### src/rtl/ocb_pkg.sv
// Shared definitions for the on-chip register bus arbiter.
// Holds the FSM state encoding and the default bus widths.
package ocb_pkg;

    localparam int OCB_ADDR_W = 16;
    localparam int OCB_DATA_W = 16;

    typedef enum logic [1:0] {
        IDLE  = 2'd0,
        ISSUE = 2'd1,
        WAIT  = 2'd2,
        ACK   = 2'd3
    } ocb_state_e;

endpackage

### src/rtl/ocb_rr_arb2.sv
// Two-way round-robin pick with its last_grant register.
// Ports:
//   clk, rst_n    clock / async active-low reset
//   req_i[1:0]    request vector, bit n = master n
//   grant_en_i    high when the owner FSM accepts the pick this cycle
//   pick_o[1:0]   one-hot winner (combinational), 00 when no request
module ocb_rr_arb2 (
    input  logic       clk,
    input  logic       rst_n,
    input  logic [1:0] req_i,
    input  logic       grant_en_i,
    output logic [1:0] pick_o
);

    // Index of the master granted last; resets to 1 so m0 wins the first tie.
    logic last_grant_q;
    logic last_grant_d;

    always_comb begin
        pick_o       = 2'b00;
        last_grant_d = last_grant_q;
        case (req_i)
            2'b01:   pick_o = 2'b01;
            2'b10:   pick_o = 2'b10;
            2'b11:   pick_o = last_grant_q ? 2'b01 : 2'b10;
            default: pick_o = 2'b00;
        endcase
        if (grant_en_i && (pick_o != 2'b00)) begin
            last_grant_d = pick_o[1];
        end
    end

    always_ff @(posedge clk or negedge rst_n) begin
        if (!rst_n) begin
            last_grant_q <= 1'b1;
        end else begin
            last_grant_q <= last_grant_d;
        end
    end

endmodule

### src/rtl/ocb_arbiter.sv
// Two-master arbiter / sequencer for the 16-bit bus2ip register bus.
// Each granted access becomes one rd/wr strobe; reads wait RD_LATENCY
// cycles for ip2bus data, then the winner gets a one-cycle ack.
// Ports:
//   clk, rst_n                       clock / async active-low reset
//   m{0,1}_req_i/_we_i/_addr_i/_wdata_i  master request side
//   m{0,1}_ack_o/_rdata_o            completion pulse / read data
//   bus2ip_addr_o/_data_o            bus address / write data
//   bus2ip_rd_ce_o/_wr_ce_o          single-cycle strobes
//   ip2bus_data_i                    slave read data
//   grant_o                          one-hot owner, 00 in IDLE
//   busy_o                           high outside IDLE
//
// state | meaning
// IDLE  | sample requests, latch winner's access
// ISSUE | one-cycle rd/wr strobe
// WAIT  | count down read latency, capture read data at zero
// ACK   | one-cycle ack to the owner
module ocb_arbiter
    import ocb_pkg::*;
#(
    parameter int ADDR_W     = OCB_ADDR_W,
    parameter int DATA_W     = OCB_DATA_W,
    parameter int RD_LATENCY = 2
) (
    input  logic              clk,
    input  logic              rst_n,
    input  logic              m0_req_i,
    input  logic              m0_we_i,
    input  logic [ADDR_W-1:0] m0_addr_i,
    input  logic [DATA_W-1:0] m0_wdata_i,
    output logic              m0_ack_o,
    output logic [DATA_W-1:0] m0_rdata_o,
    input  logic              m1_req_i,
    input  logic              m1_we_i,
    input  logic [ADDR_W-1:0] m1_addr_i,
    input  logic [DATA_W-1:0] m1_wdata_i,
    output logic              m1_ack_o,
    output logic [DATA_W-1:0] m1_rdata_o,
    output logic [ADDR_W-1:0] bus2ip_addr_o,
    output logic [DATA_W-1:0] bus2ip_data_o,
    output logic              bus2ip_rd_ce_o,
    output logic              bus2ip_wr_ce_o,
    input  logic [DATA_W-1:0] ip2bus_data_i,
    output logic [1:0]        grant_o,
    output logic              busy_o
);

    // Counter starts at RD_LATENCY-1 after the strobe so the capture lands
    // exactly RD_LATENCY cycles after ISSUE.
    localparam logic [3:0] CNT_LOAD = 4'(RD_LATENCY - 1);

    ocb_state_e        state_q, state_d;
    logic [1:0]        grant_q, grant_d;
    logic [ADDR_W-1:0] addr_q, addr_d;
    logic [DATA_W-1:0] wdata_q, wdata_d;
    logic              we_q, we_d;
    logic [3:0]        cnt_q, cnt_d;
    logic [DATA_W-1:0] m0_rdata_q, m0_rdata_d;
    logic [DATA_W-1:0] m1_rdata_q, m1_rdata_d;
    logic [1:0]        pick;

    ocb_rr_arb2 u_rr (
        .clk        (clk),
        .rst_n      (rst_n),
        .req_i      ({m1_req_i, m0_req_i}),
        .grant_en_i (state_q == IDLE),
        .pick_o     (pick)
    );

    always_comb begin
        state_d    = state_q;
        grant_d    = grant_q;
        addr_d     = addr_q;
        wdata_d    = wdata_q;
        we_d       = we_q;
        cnt_d      = cnt_q;
        m0_rdata_d = m0_rdata_q;
        m1_rdata_d = m1_rdata_q;
        case (state_q)
            IDLE: begin
                if (pick != 2'b00) begin
                    grant_d = pick;
                    if (pick[0]) begin
                        addr_d  = m0_addr_i;
                        wdata_d = m0_wdata_i;
                        we_d    = m0_we_i;
                    end else begin
                        addr_d  = m1_addr_i;
                        wdata_d = m1_wdata_i;
                        we_d    = m1_we_i;
                    end
                    state_d = ISSUE;
                end
            end
            ISSUE: begin
                if (we_q) begin
                    state_d = ACK;
                end else begin
                    cnt_d   = CNT_LOAD;
                    state_d = WAIT;
                end
            end
            WAIT: begin
                if (cnt_q == 4'd0) begin
                    if (grant_q[0]) begin
                        m0_rdata_d = ip2bus_data_i;
                    end else begin
                        m1_rdata_d = ip2bus_data_i;
                    end
                    state_d = ACK;
                end else begin
                    cnt_d = cnt_q - 4'd1;
                end
            end
            ACK: begin
                state_d = IDLE;
            end
            default: begin
                state_d = IDLE;
            end
        endcase
    end

    always_ff @(posedge clk or negedge rst_n) begin
        if (!rst_n) begin
            state_q    <= IDLE;
            grant_q    <= 2'b00;
            addr_q     <= '0;
            wdata_q    <= '0;
            we_q       <= 1'b0;
            cnt_q      <= 4'd0;
            m0_rdata_q <= '0;
            m1_rdata_q <= '0;
        end else begin
            state_q    <= state_d;
            grant_q    <= grant_d;
            addr_q     <= addr_d;
            wdata_q    <= wdata_d;
            we_q       <= we_d;
            cnt_q      <= cnt_d;
            m0_rdata_q <= m0_rdata_d;
            m1_rdata_q <= m1_rdata_d;
        end
    end

    // Strobes, acks and grant decode straight from the state register so an
    // async reset drops them in the same cycle.
    assign bus2ip_rd_ce_o = (state_q == ISSUE) && !we_q;
    assign bus2ip_wr_ce_o = (state_q == ISSUE) && we_q;
    assign m0_ack_o       = (state_q == ACK) && grant_q[0];
    assign m1_ack_o       = (state_q == ACK) && grant_q[1];
    assign grant_o        = (state_q == IDLE) ? 2'b00 : grant_q;
    assign busy_o         = (state_q != IDLE);
    assign bus2ip_addr_o  = addr_q;
    assign bus2ip_data_o  = wdata_q;
    assign m0_rdata_o     = m0_rdata_q;
    assign m1_rdata_o     = m1_rdata_q;

endmodule

### config.mk
export PLATFORM = sky130hd
export DESIGN_NAME = ocb_arbiter
export DESIGN_NICKNAME = d
export VERILOG_FILES = /design/src/rtl/ocb_pkg.sv /design/src/rtl/ocb_rr_arb2.sv /design/src/rtl/ocb_arbiter.sv
export SDC_FILE = /design/constraint.sdc
export NUM_CORES = 1
export LEC_CHECK = 0
export CAP_MARGIN = 40
export CORE_ASPECT_RATIO = 0.9
export CORE_MARGIN = 2
export CORE_UTILIZATION = 42
export CTS_BUF_LIST = sky130_fd_sc_hd__clkbuf_8 sky130_fd_sc_hd__clkbuf_16
export CTS_CLUSTER_DIAMETER = 60
export CTS_CLUSTER_SIZE = 28
export DETAILED_ROUTE_END_ITERATION = 12
export PLACE_DENSITY_LB_ADDON = 0.1
export SYNTH_ARGS = -nofsm -noshare
export SYNTH_HDL_FRONTEND = slang
export SYNTH_SLANG_ARGS = --single-unit
### constraint.sdc
create_clock -name clk -period 2.3 [get_ports clk]
set_clock_uncertainty 0.1 [all_clocks]
set_input_delay 0.23 -clock clk [delete_from_list [all_inputs] [get_ports clk]]
set_output_delay 0.23 -clock clk [all_outputs]
set_load 0.01 [all_outputs]
Word-level counts from Yosys, hierarchy flattened
Cells that the tools add are included.
Word-level totals
  register bits: 74
  bits of input ports: 86
  word-level logic and storage cells: 50
Cells by class
  add/sub/neg operators: 1
  eq/ne operators: 10
  multiplexer cells: 13
  bitwise logic cells: 1
  reduce and logical (&&, ||, !) cells: 16
Operator list (number)
  $mux 16: 2
  $reduce_and 3->1: 3
  $eq 2x2->1 const B: 4
  $mux 2: 4
  $mux 4: 2
  $ne 2x2->1 const B: 4
  $pmux 2 s4: 1
  $pmux 4 s2: 1
  $pmux 2 s3: 1
  $reduce_bool 2->1: 3
  $logic_and 1x1->1: 5
  $eq 2x1->1 const B: 2
  $logic_not 4->1: 1
  $reduce_and 2->1: 2
  $sub 4x1->4 const B: 1
  $logic_not 2->1: 1
  $mux 1: 2
  $logic_not 1->1: 1
  $not 1->1: 1

Longest topological paths before layout
Gate-level depths: netlist (run 1).
  depth in word-level cells: 5
  gate-level depth with buffers: 8
  mapped depth without buffers: 6

By module
From an unflattened synthesis (run 1), not the netlist that was laid out.
Second synthesis, totals
  cells, all modules: 279
  area total of the unflattened synthesis: 3395.8 um^2
Modules (own cells, without submodules)
  ocb_arbiter: instances 1, cells each 273, area each 3339.5 um^2, sequential area each 1826.8 um^2
  ocb_rr_arb2: instances 1, cells each 6, area each 56.3 um^2, sequential area each 26.3 um^2

Least setup slack after synthesis (run 1)
OpenSTA, ideal clock, no wires.
  path type: register to register
  start point: register state_q[0]
  end point: register m1_rdata_q[10] (netlist: m1_rdata_o[10])
  setup time: 0.125 ns
  data arrival time: 1.732 ns
  data required time: 2.075 ns
  slack: 0.343 ns
  cell stages (with the launch flop): 9
  path buffers: 3
  period minus slack after synthesis: 1.957 ns
  path through: dfrtp_1 -> inv_1 -> ha_1 -> buf_2 -> and4bb_4 -> nor2b_4 -> buf_6 -> buf_8 -> mux2_4
On the way
  cells in the longest elaborated chain, start to end: 2
Ends and longest elaborated chain
  start, declared: RTL line ocb_arbiter.sv:53  | ocb_state_e state_q, state_d;
  start signal, assigned: RTL line ocb_arbiter.sv:136  | state_q <= state_d;
  $eq 2x2->1: RTL line ocb_arbiter.sv:80  | case (state_q)
  $reduce_and 3->1 (no source line)
  end signal, assigned: RTL line ocb_arbiter.sv:143  | m1_rdata_q <= m1_rdata_d;
  end, declared: RTL line ocb_arbiter.sv:60  | logic [DATA_W-1:0] m1_rdata_q, m1_rdata_d;
Every way passes these cells.
A chain may end at the register's enable or synchronous reset.

Worst setup path in the final report (run 1)
  start point: register state_q[0]
  end point: output grant_o[0]
On the way
  cells in the longest elaborated chain, start to end: 2
Ends and longest elaborated chain
  $logic_not 2->1: RTL line ocb_arbiter.sv:153  | assign grant_o = (state_q == IDLE) ? 2'b00 : grant_q;
  $mux 2: RTL line ocb_arbiter.sv:153
  end, declared: RTL line ocb_arbiter.sv:45  | output logic [1:0] grant_o,
Every way passes these cells.

==> reports/metrics.csv, run 1 <==
stage,metric,value,unit
run_status,status,completed,
layout,drive_gt1_frac,0.139,
logic_synthesis,ys_warn_count,0,
power_and_ir_drop,peakVddDrop,667,uV
clock_tree,clock_sinks,74,
logic_synthesis,ys.flop_type,dfrtp_1,
critical_path,worstPathRequired,1970,ps
clock_tree,cts_setup_buffers,0,
clock_tree,ctsRootBufferMaster,clkbuf_8,
logic_synthesis,synth_area,3530,sq um
power_and_ir_drop,power_frac_comb,0.486,
layout,area_growth,55.5,%
power_and_ir_drop,seqPwrFrac,0.330,
sta,maxSlewHeadroom,0.727,
detailed_routing,remaining_drc_errors,0,
logic_synthesis,ys_ff_latch,74,
detailed_routing,avgRoutedWirePerCell,16.3,um
sta,fin_crit_sh,0.992,
detailed_routing,maxUsedRoutingLayer,met4,
logic_synthesis,synth_edf_count,0,
sta,drv_slew,0,
detailed_routing,wl_met1,4010,um
logic_synthesis,yosysSeqAreaShare,0.525,
place,dp_hpwl,6630,um
logic_synthesis,async_flop_share,1.00,
power_and_ir_drop,finalPower,7.22,mW
layout,fin_nets,560,
detailed_routing,vias,3003,
sta,setup_violations,0,
critical_path,worstPathCellList,"inv_1, ha_1, nor2b_1, clkdlybuf4s50_1",
detailed_routing,drtIter0Drc,92,
detailed_routing,detail_route.wirelength,9350,um
power_and_ir_drop,leakagePower,2.20,nW
critical_path,critPathTopFamily,buffers and inverters,
detailed_routing,antenna_left,0,
logic_synthesis,syn_nets,410,
power_and_ir_drop,p_clk_frac,0.184,
power_and_ir_drop,p_sw_frac,0.322,
grt,track_usage,0.211,
detailed_routing,vias_per_cell,5.24,
grt,grt_pass1_vias,2979,
floorplanning,io_pins,157,
clock_tree,clock_latency,340,ps
grt,antenna_found_initial,0,
grt,grt_pass1_wl,15200,um
place,place.gp.congestion,0.797,
place,port_buffers,156,
logic_synthesis,syn_area_per_cell,11.1,sq um
floorplanning,core_area,8110,sq um
detailed_routing,routed-wl-met2,4590,um
sta,min_period,2280,ps
critical_path,path_class,reg2out,
sta,tightestPinTransition,400,ps
critical_path,r2r_cells,5,
detailed_routing,dr.pass1.iters,4,
logic_synthesis,synth_cells,319,
power_and_ir_drop,power.density,1310,nW/um^2
floorplanning,die_h,91.0,um
critical_path,start_kind,flip-flop,
grt,grt_max_degree,67,
sta,rsz0062_at_grt,true,
clock_tree,cts_tree,done,
power_and_ir_drop,intPower,4.89,mW
logic_synthesis,synth.distinct_cells,36,
floorplanning,initial_core_util,0.436,
clock_tree,clk_pin_slew_worst_paths,80,ps
floorplanning,rows,31,
critical_path,crit_cells,4,
clock_tree,cts_resized,0,
floorplanning,die_w,101,um
critical_path,crit_slowest_cell,clkdlybuf4s50_1,
sta,finalHoldWorstSlack,255,ps
clock_tree,htreeDepth,3,
min_path,hold_class,in2async,
sta,hold_viol,0,
sta,max_freq,438,MHz
floorplanning,die-area,9160,sq um
grt,grt_remaining_overflow,0,
critical_path,critPathArrivalTime,1950,ps
run,drv_cap,0,
layout,diodes,0,
critical_path,end_kind,output pin,
detailed_routing,met3WireLength,603,um
critical_path,critical_path.max_fanout,13,
power_and_ir_drop,p_sw,2.33,mW
clock_tree,cts-root-to-sink-buffers,2,
clock_tree,numCtsBuffers,9,
critical_path,critical_path.max_stage_delay,540,ps
critical_path,cp_num_buf_inv,2,
-- registers in the layout (all words and copies together) (netlist names) --
register,cells
bus2ip_addr_o,16
bus2ip_data_o,16
m0_rdata_o,16
m1_rdata_o,16
cnt_q,4
grant_q,2
state_q,2
u_rr.last_grant_q,1
we_q,1
-- kinds of logic after synthesis --
group                      Yosys count  share of synthesized area
and+or+nand+nor                     87                      0.145
AOI/OAI and AO/OA                   85                      0.145
DFF                                 74                      0.525
muxes                               35                      0.123
buffers and inverters               33                     0.0443
adders and majority gates            5                     0.0177
-- cell usage after synthesis, types with 2 or more instances --
master / number / area, sq um
a21oi_1: 2 / 10.0
a22o_1: 3 / 26.3
mux2_4: 11 / 165
buf_2: 5 / 25.0
nand2_1: 3 / 11.3
o21ai_0: 35 / 175
and2b_1: 2 / 15.0
mux2_2: 24 / 270
buf_6: 2 / 22.5
nor2_1: 35 / 131
ha_1: 5 / 62.6
nor3_1: 2 / 10.0
clkbuf_1: 16 / 60.1
buf_1: 2 / 7.51
a31oi_1: 35 / 219
inv_1: 7 / 26.3
nand3b_1: 33 / 248
dfrtp_1: 73 / 1830
and2_1: 2 / 12.5
a211oi_1: 2 / 15.0
nor2b_1: 5 / 31.3
-- worst paths after layout --
kind	startpoint	endpoint	slack, ps
setup / recovery	state_q[0]	grant_o[0]	20
hold / removal	rst_n	bus2ip_addr_o[1]	250
setup reg to reg	cnt_q[0]	state_q[1]	360
hold reg to reg	m0_rdata_o[1]	m0_rdata_o[1]	410
max in group asynchronous	rst_n	u_rr.last_grant_q	1240
min in group clk	m1_wdata_i[4]	bus2ip_data_o[4]	350
-- metal layers --
layer / vias to the layer above / global-route usage
met5: - / 0
met4: 0 / 0.0571
met3: 10 / 0.0731
met2: 91 / 0.351
met1: 1455 / 0.260
li1: 1447 / -
-- cell usage in the layout, fill, tap and decap left out, drive strengths merged, types with 3 or more instances in the layout --
master and count:
buf 9, clkbuf 9, dfrtp 73, ha 5, bufinv 4, mux2 35
o21ai 35, nand3b 33, clkdlybuf4s50 155, nor2b 6, a31oi 35, nor2 35
a22o 3, inv 9, nand2 4
-- power by group through the flow --
stage | registers, mW | clock network (mW) | logic, mW
floorplan | 2.62 | 0 | 1.50
detailed placement | 2.40 | 0 | 3.54
CTS | 2.39 | 1.35 | 3.55
global placement | 2.37 | 0 | 3.47
finish | 2.38 | 1.33 | 3.50
global route | 2.48 | 1.41 | 3.80
-- what timing repair did --
item | in CTS | in global routing
hold buffers | 1 | 0
endpoints found under the setup margin | 0 | 5
endpoints found under the hold margin | 30 | 0
-- cell type report --
cell class / instances / area, sq um
Timing Repair Buffer: 165 / 1700
Inverter: 7 / 26.3
Sequential cell: 74 / 1850
Tap cell: 99 / 124
Multi-Input combinational cell: 212 / 1520
Clock buffer: 9 / 124
Clock inverter: 7 / 141
Fill cell: 641 / 2620
-- through the flow --
stage	cell area, sq um	utilization	setup WS (ps)	setup TNS, ps	instances
after floorplan	3530	-	343	0	319
final	5490	0.677	17.5	0	573
after CTS	5490	0.677	25.1	0	573
after global routing	5490	0.677	-99.9	-405	573
after detailed placement	5220	0.643	367	0	556
after global placement	5190	0.640	327	0	555
-- worst register-to-register path, cell delays in order, from the launching register on --
cell	delay [ps]
dfrtp_1	400
inv_1	90
ha_1	220
or3b_4	430
a22o_1	280
mux2_4	300
Power figures use the tool's default switching activity.
==> inputs of run 2 (changes only) <==
--- a/config.mk
+++ b/config.mk
@@ -5,13 +5,12 @@
 export SDC_FILE = /design/constraint.sdc
 export NUM_CORES = 1
 export LEC_CHECK = 0
-export CAP_MARGIN = 40
+export CAP_MARGIN = 10
 export CORE_ASPECT_RATIO = 0.9
 export CORE_MARGIN = 2
 export CORE_UTILIZATION = 42
 export CTS_BUF_LIST = sky130_fd_sc_hd__clkbuf_8 sky130_fd_sc_hd__clkbuf_16
 export CTS_CLUSTER_DIAMETER = 60
-export CTS_CLUSTER_SIZE = 28
 export DETAILED_ROUTE_END_ITERATION = 12
 export PLACE_DENSITY_LB_ADDON = 0.1
 export SYNTH_ARGS = -nofsm -noshare
==> reports/metrics.csv, run 2 (synthesis results as in run 1) <==
stage,metric,value,unit,change
floorplanning,die_w,101,um,unchanged
floorplanning,io_pins,157,,unchanged
clock_tree,ctsRootBufferMaster,clkbuf_8,,
run_status,status,completed,,
grt,grt_pass1_vias,3066,,+2.9%
place,dp_hpwl,6580,um,-0.65%
place,port_buffers,156,,unchanged
detailed_routing,antenna_left,0,,unchanged
critical_path,critical_path.max_fanout,6,,-7
critical_path,ff2ff_setup_slack,360,ps,about the same
detailed_routing,vias,2995,,-0.27%
layout,mostFrequentLayoutCells,"clkdlybuf4s50_1, dfrtp_1, o21ai_0, nor2_1, a31oi_1",,
critical_path,critPathArrivalTime,1860,ps,-90 ps
sta,tightestPinTransition,941,ps,+541 ps
critical_path,worst_path_most_repeated_cell,inv_1,,
sta,drv_slew,0,,unchanged
power_and_ir_drop,leakagePower,2.14,nW,-2.5%
sta,rsz0062_at_grt,true,,
floorplanning,die_h,91.0,um,unchanged
layout,diodes,0,,unchanged
floorplanning,die-area,9160,sq um,unchanged
detailed_routing,vias_per_cell,5.24,,about the same
critical_path,reg2reg_from,cnt_q[0],,
layout,drive_gt1_frac,0.144,,+0.00452
clock_tree,numCtsBuffers,9,,unchanged
clock_tree,cts_tree,done,,
critical_path,critPathLaunch,state_q[1],,
detailed_routing,drtIter0Drc,103,,+12%
critical_path,crit_slowest_cell,clkdlybuf4s50_1,,
sta,maxSlewHeadroom,0.372,,-0.354
critical_path,path_class,reg2out,,
critical_path,end_kind,output pin,,
critical_path,worstPathCellList,"inv_1, ha_2, nand2_1, inv_1, clkdlybuf4s50_1",,
detailed_routing,detail_route.wirelength,9200,um,-1.6%
grt,use_met1,0.262,,+0.00200
layout,fin_util,0.666,,-0.0113
grt,track_usage,0.209,,-0.00195
clock_tree,cts_setup_buffers,0,,unchanged
layout,final_common_cell,clkdlybuf4s50_1,,
sta,setup_violations,0,,unchanged
run,drv_cap,0,,unchanged
layout,fin_nets,559,,-0.18%
critical_path,critical_path.max_stage_delay,550,ps,about the same
critical_path,worstPathRequired,1970,ps,about the same
critical_path,start_kind,flip-flop,,
detailed_routing,avgRoutedWirePerCell,16.1,um,-1.4%
grt,met3_usage,0.0685,,-0.00462
layout,area_growth,52.9,%,
power_and_ir_drop,finalPower,6.88,mW,-4.6%
sta,min_period,2190,ps,-93.4 ps
grt,antenna_found_initial,0,,unchanged
sta,hold_viol,0,,unchanged
sta,fin_crit_sh,0.952,,-0.0406
power_and_ir_drop,power.density,1270,nW/um^2,-3.0%
clock_tree,htreeDepth,3,,unchanged
critical_path,r2r_cells,5,,unchanged
grt,top_usage_layer,met2,,
clock_tree,clock_sinks,74,,unchanged
floorplanning,initial_core_util,0.436,,unchanged
clock_tree,clock_latency,340,ps,about the same
grt,grt_max_degree,67,,unchanged
place,place.gp.congestion,0.797,,unchanged
critical_path,crit_end,bus2ip_wr_ce_o,,
floorplanning,rows,31,,unchanged
sta,setup-tns-final,0,ps,unchanged
detailed_routing,remaining_drc_errors,0,,unchanged
grt,grt.met2_usage,0.345,,-0.00611
detailed_routing,dr.pass1.iters,4,,unchanged
critical_path,r2r-end,state_q[1],,
grt,grt_remaining_overflow,0,,unchanged
clock_tree,cts-root-to-sink-buffers,2,,unchanged
floorplanning,core_area,8110,sq um,unchanged
grt,grt_pass1_wl,15100,um,about the same
clock_tree,clk_pin_slew_worst_paths,80,ps,about the same
power_and_ir_drop,peakVddDrop,509,uV,-24%
sta,max_freq,457,MHz,+4.3%
min_path,hold_class,in2async,,
run 2: worst min-delay path by stage:
stage | startpoint | end | slack, ps
2_1_floorplan | rst_n | bus2ip_addr_o[0] | -170
3_3_place_gp | rst_n | bus2ip_addr_o[1] | 100
3_5_place_dp | rst_n | bus2ip_addr_o[1] | 90
4_1_cts | rst_n | bus2ip_addr_o[1] | 270
5_1_grt | rst_n | bus2ip_addr_o[1] | 280
6_report | rst_n | bus2ip_addr_o[1] | 250
run 2: critical path, delay by kind of cell, from the launching register on:
kind / cells / cell delay, ps
and+or+nand+nor: 1 / 100
DFF: 1 / 440
adders and majority gates: 1 / 220
buffers and inverters: 3 / 750
run 2: final cells by class:
class                           instances  area [sq um]
Clock buffer                            9           124
Multi-Input combinational cell        212          1530
Tap cell                               99           124
Clock inverter                          7          71.3
Timing Repair Buffer                  164          1670
Sequential cell                        74          1850
Fill cell                             651          2710
Inverter                                7          26.3
run 2: where the power goes:
part | leakage [nW] | internal (mW) | switching, mW
clock network | 0.0966 | 0.499 | 0.497
registers | 0.847 | 1.98 | 0.397
logic | 1.20 | 2.09 | 1.43
total | 2.14 | 4.56 | 2.32
run 2: what timing repair did:
item	CTS	global route
setup endpoints to repair	0	5
resized for setup	0	3
hold buffers	1	0
hold endpoints to repair	30	0
run 2: per-layer routing:
layer | vias up | wire length [um]
li1 | 1444 | -
met1 | 1448 | 3980
met2 | 90 | 4480
met3 | 13 | 594
met4 | 0 | 144
met5 | - | 0
run 2: per-stage QoR:
step | hold WS [ps] | instance area, sq um | setup WS [ps] | instances
after floorplan | -166 | 3530 | 343 | 319
after global placement | 99.3 | 5190 | 327 | 555
after detailed placement | 92.0 | 5190 | 282 | 555
after CTS | 267 | 5390 | 19.6 | 572
after global routing | 276 | 5400 | -27.6 | 572
final | 253 | 5400 | 111 | 572
